<file path="config.mk">
export PLATFORM = sky130hd
export DESIGN_NAME = fmul_sched_flat
export DESIGN_NICKNAME = d
export VERILOG_FILES = /design/src/rtl/fmul_sched_if.sv /design/src/rtl/fmul_sched.sv /design/src/flat_wrapper.sv
export SDC_FILE = /design/constraint.sdc
export NUM_CORES = 1
export LEC_CHECK = 0
export CAP_MARGIN = 15
export CORE_MARGIN = 2
export CORE_UTILIZATION = 54
export DETAILED_ROUTE_END_ITERATION = 6
export PLACE_DENSITY = 0.91
export SLEW_MARGIN = 5
export SYNTH_ARGS = -nofsm -noshare
export SYNTH_HDL_FRONTEND = slang
export SYNTH_SLANG_ARGS = --single-unit
export TNS_END_PERCENT = 100
</file>
<file path="constraint.sdc">
create_clock -name clk -period 8.3 [get_ports clk]
set_input_delay 0.83 -clock clk [delete_from_list [all_inputs] [get_ports clk]]
set_output_delay 0.83 -clock clk [all_outputs]
set_load 0.005 [all_outputs]
</file>
<file path="src/rtl/fmul_sched_if.sv">
// Request, multiplier and response signals of the shared-fmul scheduler.
// The slave view is the scheduler; the master view is its environment.
interface fmul_sched_if #(
    parameter int NREQ = 2,
    parameter int IDW  = 1
);
    logic [NREQ-1:0]      req_valid;
    logic [NREQ-1:0]      req_ready;
    logic [32*NREQ-1:0]   req_x1;
    logic [32*NREQ-1:0]   req_x2;
    logic [31:0]          mul_x1;
    logic [31:0]          mul_x2;
    logic [31:0]          mul_y;
    logic                 resp_valid;
    logic                 resp_ready;
    logic [31:0]          resp_y;
    logic [IDW-1:0]       resp_id;
    logic                 busy;

    modport slave (
        input  req_valid, req_x1, req_x2, mul_y, resp_ready,
        output req_ready, mul_x1, mul_x2, resp_valid, resp_y, resp_id, busy
    );

    modport master (
        output req_valid, req_x1, req_x2, mul_y, resp_ready,
        input  req_ready, mul_x1, mul_x2, resp_valid, resp_y, resp_id, busy
    );
endinterface

</file>
<file path="src/rtl/fmul_sched.sv">
// Round-robin issue of NREQ requesters into one stall-free fmul pipeline.
// Owner tags ride alongside fmul; results land in a credit-protected FIFO.
module fmul_sched #(
    parameter int NREQ  = 2,
    parameter int IDW   = 1,
    parameter int LAT   = 3,
    parameter int DEPTH = 8
) (
    input  logic          clk,
    input  logic          rst,
    fmul_sched_if.slave   bus
);
    localparam int SW = $clog2(NREQ);
    localparam int PW = $clog2(DEPTH);
    localparam int CW = $clog2(DEPTH + 1);
    localparam logic [CW:0] DEPTH_W = (CW + 1)'(DEPTH);

    logic [IDW-1:0]     rr_r;
    logic [LAT-1:0]     tag_v_r;
    logic [IDW-1:0]     tag_id_r [LAT];
    logic [CW-1:0]      inflight_r;
    logic [CW-1:0]      fifo_cnt_r;
    logic [PW-1:0]      wr_ptr_r;
    logic [PW-1:0]      rd_ptr_r;
    logic [31+IDW:0]    mem_r [DEPTH];

    logic [CW:0]        used_s;
    logic               can_issue_s;
    logic               gnt_found_s;
    logic [IDW-1:0]     gnt_id_s;
    logic               issue_s;
    logic               push_s;
    logic               pop_s;
    logic               resp_valid_s;
    logic [31:0]        mul_x1_s;
    logic [31:0]        mul_x2_s;

    // Credit: entries already in the FIFO plus ops still inside fmul.
    assign used_s = {1'b0, fifo_cnt_r} + {1'b0, inflight_r};

    // Issue permission; a pop this cycle only frees credit next cycle.
    always_comb begin
        if (rst) begin
            can_issue_s = 1'b0;
        end else begin
            can_issue_s = (used_s < DEPTH_W);
        end
    end

    // Round-robin search starting just after the last granted requester.
    always_comb begin : grant_search
        int             idx;
        logic [SW-1:0]  sel;
        gnt_found_s = 1'b0;
        gnt_id_s    = '0;
        idx         = 0;
        sel         = '0;
        for (int k = 1; k <= NREQ; k++) begin
            idx         = (int'(rr_r) + k) % NREQ;
            sel         = SW'(idx);
            gnt_id_s    = (!gnt_found_s && bus.req_valid[sel]) ? IDW'(idx) : gnt_id_s;
            gnt_found_s = gnt_found_s | bus.req_valid[sel];
        end
    end

    assign issue_s       = gnt_found_s && can_issue_s;
    assign push_s        = tag_v_r[LAT-1];
    assign resp_valid_s  = (fifo_cnt_r != CW'(0));
    assign pop_s         = resp_valid_s && bus.resp_ready;

    // Operand mux toward fmul; zero whenever nothing issues.
    always_comb begin
        mul_x1_s = 32'd0;
        mul_x2_s = 32'd0;
        for (int i = 0; i < NREQ; i++) begin
            mul_x1_s = (issue_s && gnt_id_s == IDW'(i)) ? bus.req_x1[32*i +: 32] : mul_x1_s;
            mul_x2_s = (issue_s && gnt_id_s == IDW'(i)) ? bus.req_x2[32*i +: 32] : mul_x2_s;
        end
    end

    // Control state: tag valids, arbitration pointer, credit and FIFO bookkeeping.
    always_ff @(posedge clk) begin
        if (rst) begin
            rr_r       <= IDW'(NREQ - 1);
            tag_v_r    <= '0;
            inflight_r <= '0;
            fifo_cnt_r <= '0;
            wr_ptr_r   <= '0;
            rd_ptr_r   <= '0;
        end else begin
            tag_v_r    <= {tag_v_r[LAT-2:0], issue_s};
            inflight_r <= inflight_r + CW'(issue_s) - CW'(push_s);
            fifo_cnt_r <= fifo_cnt_r + CW'(push_s) - CW'(pop_s);
            if (issue_s) begin
                rr_r <= gnt_id_s;
            end
            if (push_s) begin
                wr_ptr_r <= wr_ptr_r + PW'(1);
            end
            if (pop_s) begin
                rd_ptr_r <= rd_ptr_r + PW'(1);
            end
        end
    end

    // Owner ids shift with fmul; only meaningful where the matching valid is set.
    always_ff @(posedge clk) begin
        tag_id_r[0] <= gnt_id_s;
        for (int i = 1; i < LAT; i++) begin
            tag_id_r[i] <= tag_id_r[i-1];
        end
    end

    // Result storage, written as the owning tag leaves the pipeline.
    always_ff @(posedge clk) begin
        if (push_s) begin
            mem_r[wr_ptr_r] <= {bus.mul_y, tag_id_r[LAT-1]};
        end
    end

    assign bus.req_ready  = issue_s ? (NREQ'(1) << gnt_id_s) : '0;
    assign bus.mul_x1     = mul_x1_s;
    assign bus.mul_x2     = mul_x2_s;
    assign bus.resp_valid = resp_valid_s;
    assign bus.resp_y     = mem_r[rd_ptr_r][31+IDW:IDW];
    assign bus.resp_id    = mem_r[rd_ptr_r][IDW-1:0];
    assign bus.busy       = (inflight_r != CW'(0)) || resp_valid_s;

    fmul_sched_chk #(.DEPTH(DEPTH), .CW(CW)) u_chk (
        .clk  (clk),
        .rst  (rst),
        .push (push_s),
        .cnt  (fifo_cnt_r)
    );
endmodule

// Result FIFO must never be written while already full.
module fmul_sched_chk #(
    parameter int DEPTH = 8,
    parameter int CW    = 4
) (
    input logic          clk,
    input logic          rst,
    input logic          push,
    input logic [CW-1:0] cnt
);
    a_no_overflow: assert property (@(posedge clk) disable iff (rst) !(push && cnt == CW'(DEPTH)));
endmodule

</file>
<file path="src/flat_wrapper.sv">
// flat-port wrapper written by rule: the top's interface ports become plain ports
module fmul_sched_flat 
#(
    parameter int NREQ  = 2,
    parameter int IDW   = 1,
    parameter int LAT   = 3,
    parameter int DEPTH = 8
)
  (clk, rst, bus_req_valid, bus_req_x1, bus_req_x2, bus_mul_y, bus_resp_ready, bus_req_ready, bus_mul_x1, bus_mul_x2, bus_resp_valid, bus_resp_y, bus_resp_id, bus_busy);
  fmul_sched_if #(.NREQ(NREQ), .IDW(IDW)) bus_i ();
  input  logic clk;
  input  logic rst;
  input wire logic [$bits(bus_i.req_valid)-1:0] bus_req_valid;
  input wire logic [$bits(bus_i.req_x1)-1:0] bus_req_x1;
  input wire logic [$bits(bus_i.req_x2)-1:0] bus_req_x2;
  input wire logic [$bits(bus_i.mul_y)-1:0] bus_mul_y;
  input wire logic [$bits(bus_i.resp_ready)-1:0] bus_resp_ready;
  output wire logic [$bits(bus_i.req_ready)-1:0] bus_req_ready;
  output wire logic [$bits(bus_i.mul_x1)-1:0] bus_mul_x1;
  output wire logic [$bits(bus_i.mul_x2)-1:0] bus_mul_x2;
  output wire logic [$bits(bus_i.resp_valid)-1:0] bus_resp_valid;
  output wire logic [$bits(bus_i.resp_y)-1:0] bus_resp_y;
  output wire logic [$bits(bus_i.resp_id)-1:0] bus_resp_id;
  output wire logic [$bits(bus_i.busy)-1:0] bus_busy;
  assign bus_i.req_valid = bus_req_valid;
  assign bus_i.req_x1 = bus_req_x1;
  assign bus_i.req_x2 = bus_req_x2;
  assign bus_i.mul_y = bus_mul_y;
  assign bus_i.resp_ready = bus_resp_ready;
  assign bus_req_ready = bus_i.req_ready;
  assign bus_mul_x1 = bus_i.mul_x1;
  assign bus_mul_x2 = bus_i.mul_x2;
  assign bus_resp_valid = bus_i.resp_valid;
  assign bus_resp_y = bus_i.resp_y;
  assign bus_resp_id = bus_i.resp_id;
  assign bus_busy = bus_i.busy;
  fmul_sched #(.NREQ(NREQ), .IDW(IDW), .LAT(LAT), .DEPTH(DEPTH)) u_core (.clk(clk), .rst(rst), .bus(bus_i));
endmodule
</file>
### Word-level counts from Yosys, hierarchy flattened

Memories as Yosys holds them, arrays and structs flattened. A register that Yosys moved wholly into a read port is not among the register bits.
Index checks and enable logic that the tools add are counted.

| operators by class | value |
|---|---|
| reductions and logical operators | 9 |
| bitwise logic cells | 2 |
| $mul | 0 |
| add/subtract/negate cells | 9 |
| shift-type cells | 1 |
| eq/ne operators | 0 |
| multiplexer cells | 16 |
| $lt $le $gt $ge | 3 |
| div/mod/pow operators | 0 |

Operators by type and width:

| kind | number |
|---|---|
| 2-to-1 mux 32 bit | 4 |
| 2-to-1 mux 1 bit | 9 |
| adder 4 x 1 -> 4 bit | 2 |
| nonzero test 4 bit | 2 |
| subtractor 4 x 1 -> 4 bit | 2 |
| adder 3 x 1 -> 3 bit (second input constant) | 2 |
| 2-to-1 mux 3 bit | 2 |
| adder 4 x 4 -> 5 bit | 1 |
| logical AND 1 bit | 5 |
| < comparator 5 x 4 -> 1 bit (second input constant) | 1 |
| < comparator 1 x 2 -> 1 bit (second input constant) | 2 |
| adder 1 bit (second input constant) | 2 |
| 2-to-1 mux 2 bit | 1 |
| << shifter 1 x 1 -> 2 bit (first input constant) | 1 |
| logical NOT 1 bit | 1 |
| logical OR 1 bit | 1 |
| inverter 1 bit | 1 |
| bitwise OR 1 bit | 1 |

| word-level totals | value |
|---|---|
| flip-flop bits (word level) | 18 |
| output and inout bits | 101 |
| RAM bits | 267 |
| memories kept | 2 |
| latch bits | 0 |
| logic and storage cells | 48 |
| bits of input ports | 165 |
| memory bits (read-only) | 0 |

Memory list:

| name | words | bits a word | rd ports | clocked after memory_dff | wr ports | line | source |
|---|---|---|---|---|---|---|---|
| u_core.mem_r | 8 | 33 | 1 | 1 | 1 | fmul_sched.sv:25 | `logic [31+IDW:0] mem_r [DEPTH];` |
| u_core.tag_id_r | 3 | 1 | 3 | 0 | 3 | fmul_sched.sv:20 | `logic [IDW-1:0] tag_id_r [LAT];` |

### Depth between registers and ports, before layout

| depth | value |
|---|---|
| depth in word-level cells | 10 |
| depth in mapped cells | 11 |
| depth with buffers taken out | 11 |

### Worst setup path after synthesis

No wires, ideal clock.

| path | value |
|---|---|
| kind | register to register |
| start point | register u_core.tag_v_r[2] |
| end point | memory u_core.mem_r[0][0] (netlist bit) (enable) |
| clock period less this slack | 3.303 ns |
| data required time | 7.836 ns |
| cell stages (with the launch flop) | 3 |
| arrival time | 2.838 ns |
| path slack | 4.997 ns |
| buffers on the path | 0 |
| library setup time | 0.464 ns |
| cell sequence | dfxtp_1 > nand2b_1 > nor3_1 |

| on the way | value |
|---|---|
| longest elaborated chain between the ends | 2 |

Ends and longest elaborated chain:

| what | line | source |
|---|---|---|
| start, declared | fmul_sched.sv:19 | `logic [LAT-1:0] tag_v_r;` |
| start signal, assigned | fmul_sched.sv:91 | `tag_v_r <= {tag_v_r[LAT-2:0], issue_s};` |
| 2-to-1 mux 1 bit | fmul_sched.sv:116 | `if (push_s) begin` |
| 2-to-1 mux 1 bit (not written as such) | fmul_sched.sv:117 | `mem_r[wr_ptr_r] <= {bus.mul_y, tag_id_r[LAT-1]};` |
| end, declared | fmul_sched.sv:25 |  |

No other way between the ends.

### Final worst setup path

| path | value |
|---|---|
| start point | input rst |
| end point | output bus_mul_x2[17] |

| on the way | value |
|---|---|
| longest elaborated chain between the ends | 5 |
| elaborated cells on any way between the ends | 6 |
| classes of those cells | mux (3); reduce/logical (3) |

Ends and longest elaborated chain:

| what | line | source |
|---|---|---|
| start, declared | flat_wrapper.sv:12 | `input logic rst;` |
| 2-to-1 mux 1 bit (*) | fmul_sched.sv:43 | `if (rst) begin` |
| logical AND 1 bit (*) | fmul_sched.sv:66 | `assign issue_s = gnt_found_s && can_issue_s;` |
| logical AND 1 bit | fmul_sched.sv:77 | `mul_x2_s = (issue_s && gnt_id_s == IDW'(i)) ? bus.req_x2[32*i +: 32] : mul_x2_s;` |
| 2-to-1 mux 32 bit | fmul_sched.sv:77 |  |
| 2-to-1 mux 32 bit (*) | fmul_sched.sv:77 |  |
| end, declared | flat_wrapper.sv:20 | `output wire logic [$bits(bus_i.mul_x2)-1:0] bus_mul_x2;` |

Every way passes the cells marked *; elsewhere a longest branch is shown, timed or not.

==> key figures <==
Global routing
  • Sum of overflow across all layers after global routing: 0
  • Pin count of the biggest net entering global routing: 68
  • Total global-route track usage: 28.4%
  • Vias in the first global route: 8112
  • Wire length of the first global-routing pass: 49300 um
  • Antenna violations before repair: 13

Layout
  • Ratio of cells with drive above 1 in the final layout: 16.4%
  • Final net count: 1169
  • Layout-stage area growth over the synthesis result: 33.2%
  • End-of-flow core utilization: 73.4%
  • Filler cell count in the final layout: 1279
  • Register Area: 8410 um2
  • Area of the multi-input gates: 3400 um2

Synth
  • Area of the mapped netlist: 12000 um2
  • Number of synthesized register bits: 288
  • Post-synthesis cell type with the largest combined area: edfxtp_1
  • Leading cell types by total area after synthesis: edfxtp_1 66%, mux4_2 10%, nand2_1 4.1%
  • Fraction of registers with async set/reset: 0%
  • Synthesized Nets: 904
  • Cell with the most instances after synthesis: edfxtp_1
  • Part of the Yosys area used for sequential elements: 70.0%
  • Warnings, synthesis: 0
  • Synthesized instance count: 722
  • Dominant synthesized flop cell: edfxtp_1
  • Number of synthesized flops with an enable pin: 264
  • Synth unique cells: 36
  • Top post-synthesis cells by count: 264 x edfxtp_1, 132 x nand2_1, 69 x a21oi_1, 55 x mux4_2, 35 x mux2_2
  • Syn Area/Cell: 16.6 um2
  • Area share of the leading cell type in the synthesized netlist: 66.0%

Detailed routing
  • Post-detailed-route wirelength per cell: 25.7 um
  • Via-per-instance ratio: 5.85
  • Post-DRT Antenna Nets: 0
  • Remaining DRCs: 0
  • Drt first pass iters: 7
  • Number of DRC markers after the initial detailed-route iteration: 595
  • Routed vias: 7591
  • Sum of routed wire length over all layers: 33300 um

Timing
  • Worst clock skew: 0.0193 ns
  • Slew of the pin with the lowest slew margin: 1.06 ns
  • Setup Total Neg Slack: 0 ns
  • Fin crit share: 54.9%
  • Count of final hold-check violations: 0
  • Max-slew violations: 0
  • Rel. slew slack: 29.4%
  • Maximum achievable frequency: 219 MHz
  • Setup violators final: 0
  • RSZ-0062 raised after global routing: false
  • Post-layout minimum cycle time: 4.56 ns

Floorplanning
  • Count of standard-cell rows: 54
  • Die H: 153 um
  • Floorplan core area: 21800 um2
  • Die boundary width: 153 um
  • Full die area: 23500 um2
  • Number of top-level pins: 266
  • Starting Density: 55.1%

Critical path
  • Worst Setup End Kind: output pin
  • Worst endpoint data arrival time: 3.73 ns
  • Worst reg2reg endpoint: u_core.inflight_r[2]$_SDFF_PP0_
  • R2R Setup Slk: 5.81 ns
  • Reg2reg path depth: 8
  • Critical path fanouts, max: 47
  • Element type at the critical path start: input pin
  • Type of the setup path with the least slack: input pin to output pin
  • Required time of the critical path: 7.47 ns
  • Worst reg2reg path startpoint: u_core.fifo_cnt_r[1]$_SDFF_PP0_

Power
  • Clock power frac: 34.2%
  • Leak: 0.00537 uW
  • Power per cell area: 251 nW/um2
  • Fraction of power spent switching nets: 24.5%
  • Share of total power in combinational logic: 24.1%
  • Cell Int Power: 3030 uW
  • Highest ir drop seen on vdd: 174 uV
  • Relative contribution of sequential cells to total power: 41.7%
  • Psw: 985 uW

Placement
  • Count of buffers inserted at the top-level ports: 265
  • HPWL reported at the end of detailed placement: 20800 um
  • RD Place Congestion: 0.990

Clock network
  • Cells resized by post-CTS repair: 0
  • Clock latency on the worst-skew pair: 0.54 ns
  • Hold-fix buffers at CTS: 0
  • Inserted Clock Buffers: 26
  • Root buffer cell: clkbuf_16
  • Buffer levels on the longest clock path: 3
  • H-tree levels: 1
  • Clock tree from TritonCTS: built
  • Clock-pin slew reported for the worst setup and hold paths after clock tree synthesis: 0.06 ns
  • Postcts setup bufs: 0
  • Count of clock tree sinks: 288

Flow run
  • Max-capacitance violation count: 0

Run status
  • Outcome: complete, no violations

Worst hold path
  • Worst hold path class: flip-flop to flip-flop
  • Hold Path Stages: 0
  • Capture endpoint of the worst hold path: u_core.tag_id_r[0][1]$_DFF_P_
  • Launch instance of the worst min-delay path: u_core.tag_id_r[0][0]$_DFF_P_
how the worst max path moves through the flow:
stage,slack [ns],from,cells after the start,endpoint
2_1_floorplan,5.00,u_core.tag_v_r[2]$_SDFF_PP0_,2,u_core.mem_r[0][0]$_DFFE_PP_
3_3_place_gp,3.98,rst,6,bus_mul_x2[31]
3_5_place_dp,3.82,rst,6,bus_mul_x2[17]
4_1_cts,3.81,rst,6,bus_mul_x2[17]
5_1_grt,3.54,rst,6,bus_mul_x2[17]
6_report,3.74,rst,6,bus_mul_x2[17]
state kept, by name, summed over array words and instances (netlist names), named ones only:
name               count
u_core.fifo_cnt_r      4
u_core.tag_id_r        3
u_core.inflight_r      4
u_core.tag_v_r         3
u_core.rr_r            1
u_core.mem_r         264
u_core.rd_ptr_r        3
u_core.wr_ptr_r        3
stage by stage:
stage | cells | power, uW | hold WS [ns] | cell area [um2] | worst slack [ns]
2_1_floorplan | 722 | 2230 | 0.310 | 12000 | 5.00
3_3_place_gp | 1238 | 2640 | 0.312 | 15000 | 3.98
3_5_place_dp | 1238 | 2660 | 0.320 | 15000 | 3.82
4_1_cts | 1286 | 4040 | 0.335 | 16000 | 3.81
5_1_grt | 1298 | 4180 | 0.346 | 16000 | 3.54
6_report | 1298 | 4020 | 0.335 | 16000 | 3.74
cell usage in the layout (no fill, tap or decap), drive strengths merged, types with 7 or more instances in the layout:
master         instances
clkdlybuf4s50        265
edfxtp               264
nand2                132
a21oi                 69
mux4                  66
mux2                  35
clkbuf                30
dfxtp                 24
inv                   20
nor2                  20
ha                    15
buf                   12
diode                 11
clkinv                11
bufinv                 8
nor2b                  7
power by group through the flow:
stage | Clock (uW) | Combinational [uW] | Sequential, uW
2_1_floorplan | 0 | 549 | 1680
3_3_place_gp | 0 | 931 | 1710
3_5_place_dp | 0 | 954 | 1710
4_1_cts | 1390 | 976 | 1680
5_1_grt | 1440 | 1050 | 1680
6_report | 1370 | 968 | 1680
layer usage:
metal / vias up / share of wire, % / global-route usage, %
met5: - / 0 / 0
met4: 0 / 4.3 / 13.9
met3: 68 / 5.9 / 4.34
met2: 408 / 55 / 52.1
met1: 3811 / 35 / 32.3
li1: 3304 / - / -
cell families after synthesis:
group | synth area share [%]
xor gates and xnor gates | 0.292
muxes | 16.1
AOI/OAI and AO/OA | 3.62
adders and majority gates | 1.90
buffers and inverters | 2.32
and+or+nand+nor | 5.82
DFF | 70.0
area by class of cell:
| type | instances | area share [%] |
|---|---|---|
| flip-flops and latches | 288 | 52.6 |
| multi-input cells | 373 | 21.2 |
| repair buffers | 278 | 17.2 |
| clock buffers | 29 | 4.33 |
| well taps | 280 | 2.19 |
| clock inverters | 19 | 1.86 |
| inverters | 20 | 0.469 |
| diodes | 11 | 0.172 |
critical path, stage by stage:
cell and delay (ns):
clkdlybuf4s50_1 0.87, nor4_4 0.50, o221ai_4 0.35, buf_4 0.38, a21oi_1 0.23, clkdlybuf4s50_1 0.54
(Power assumes the default switching activity.)
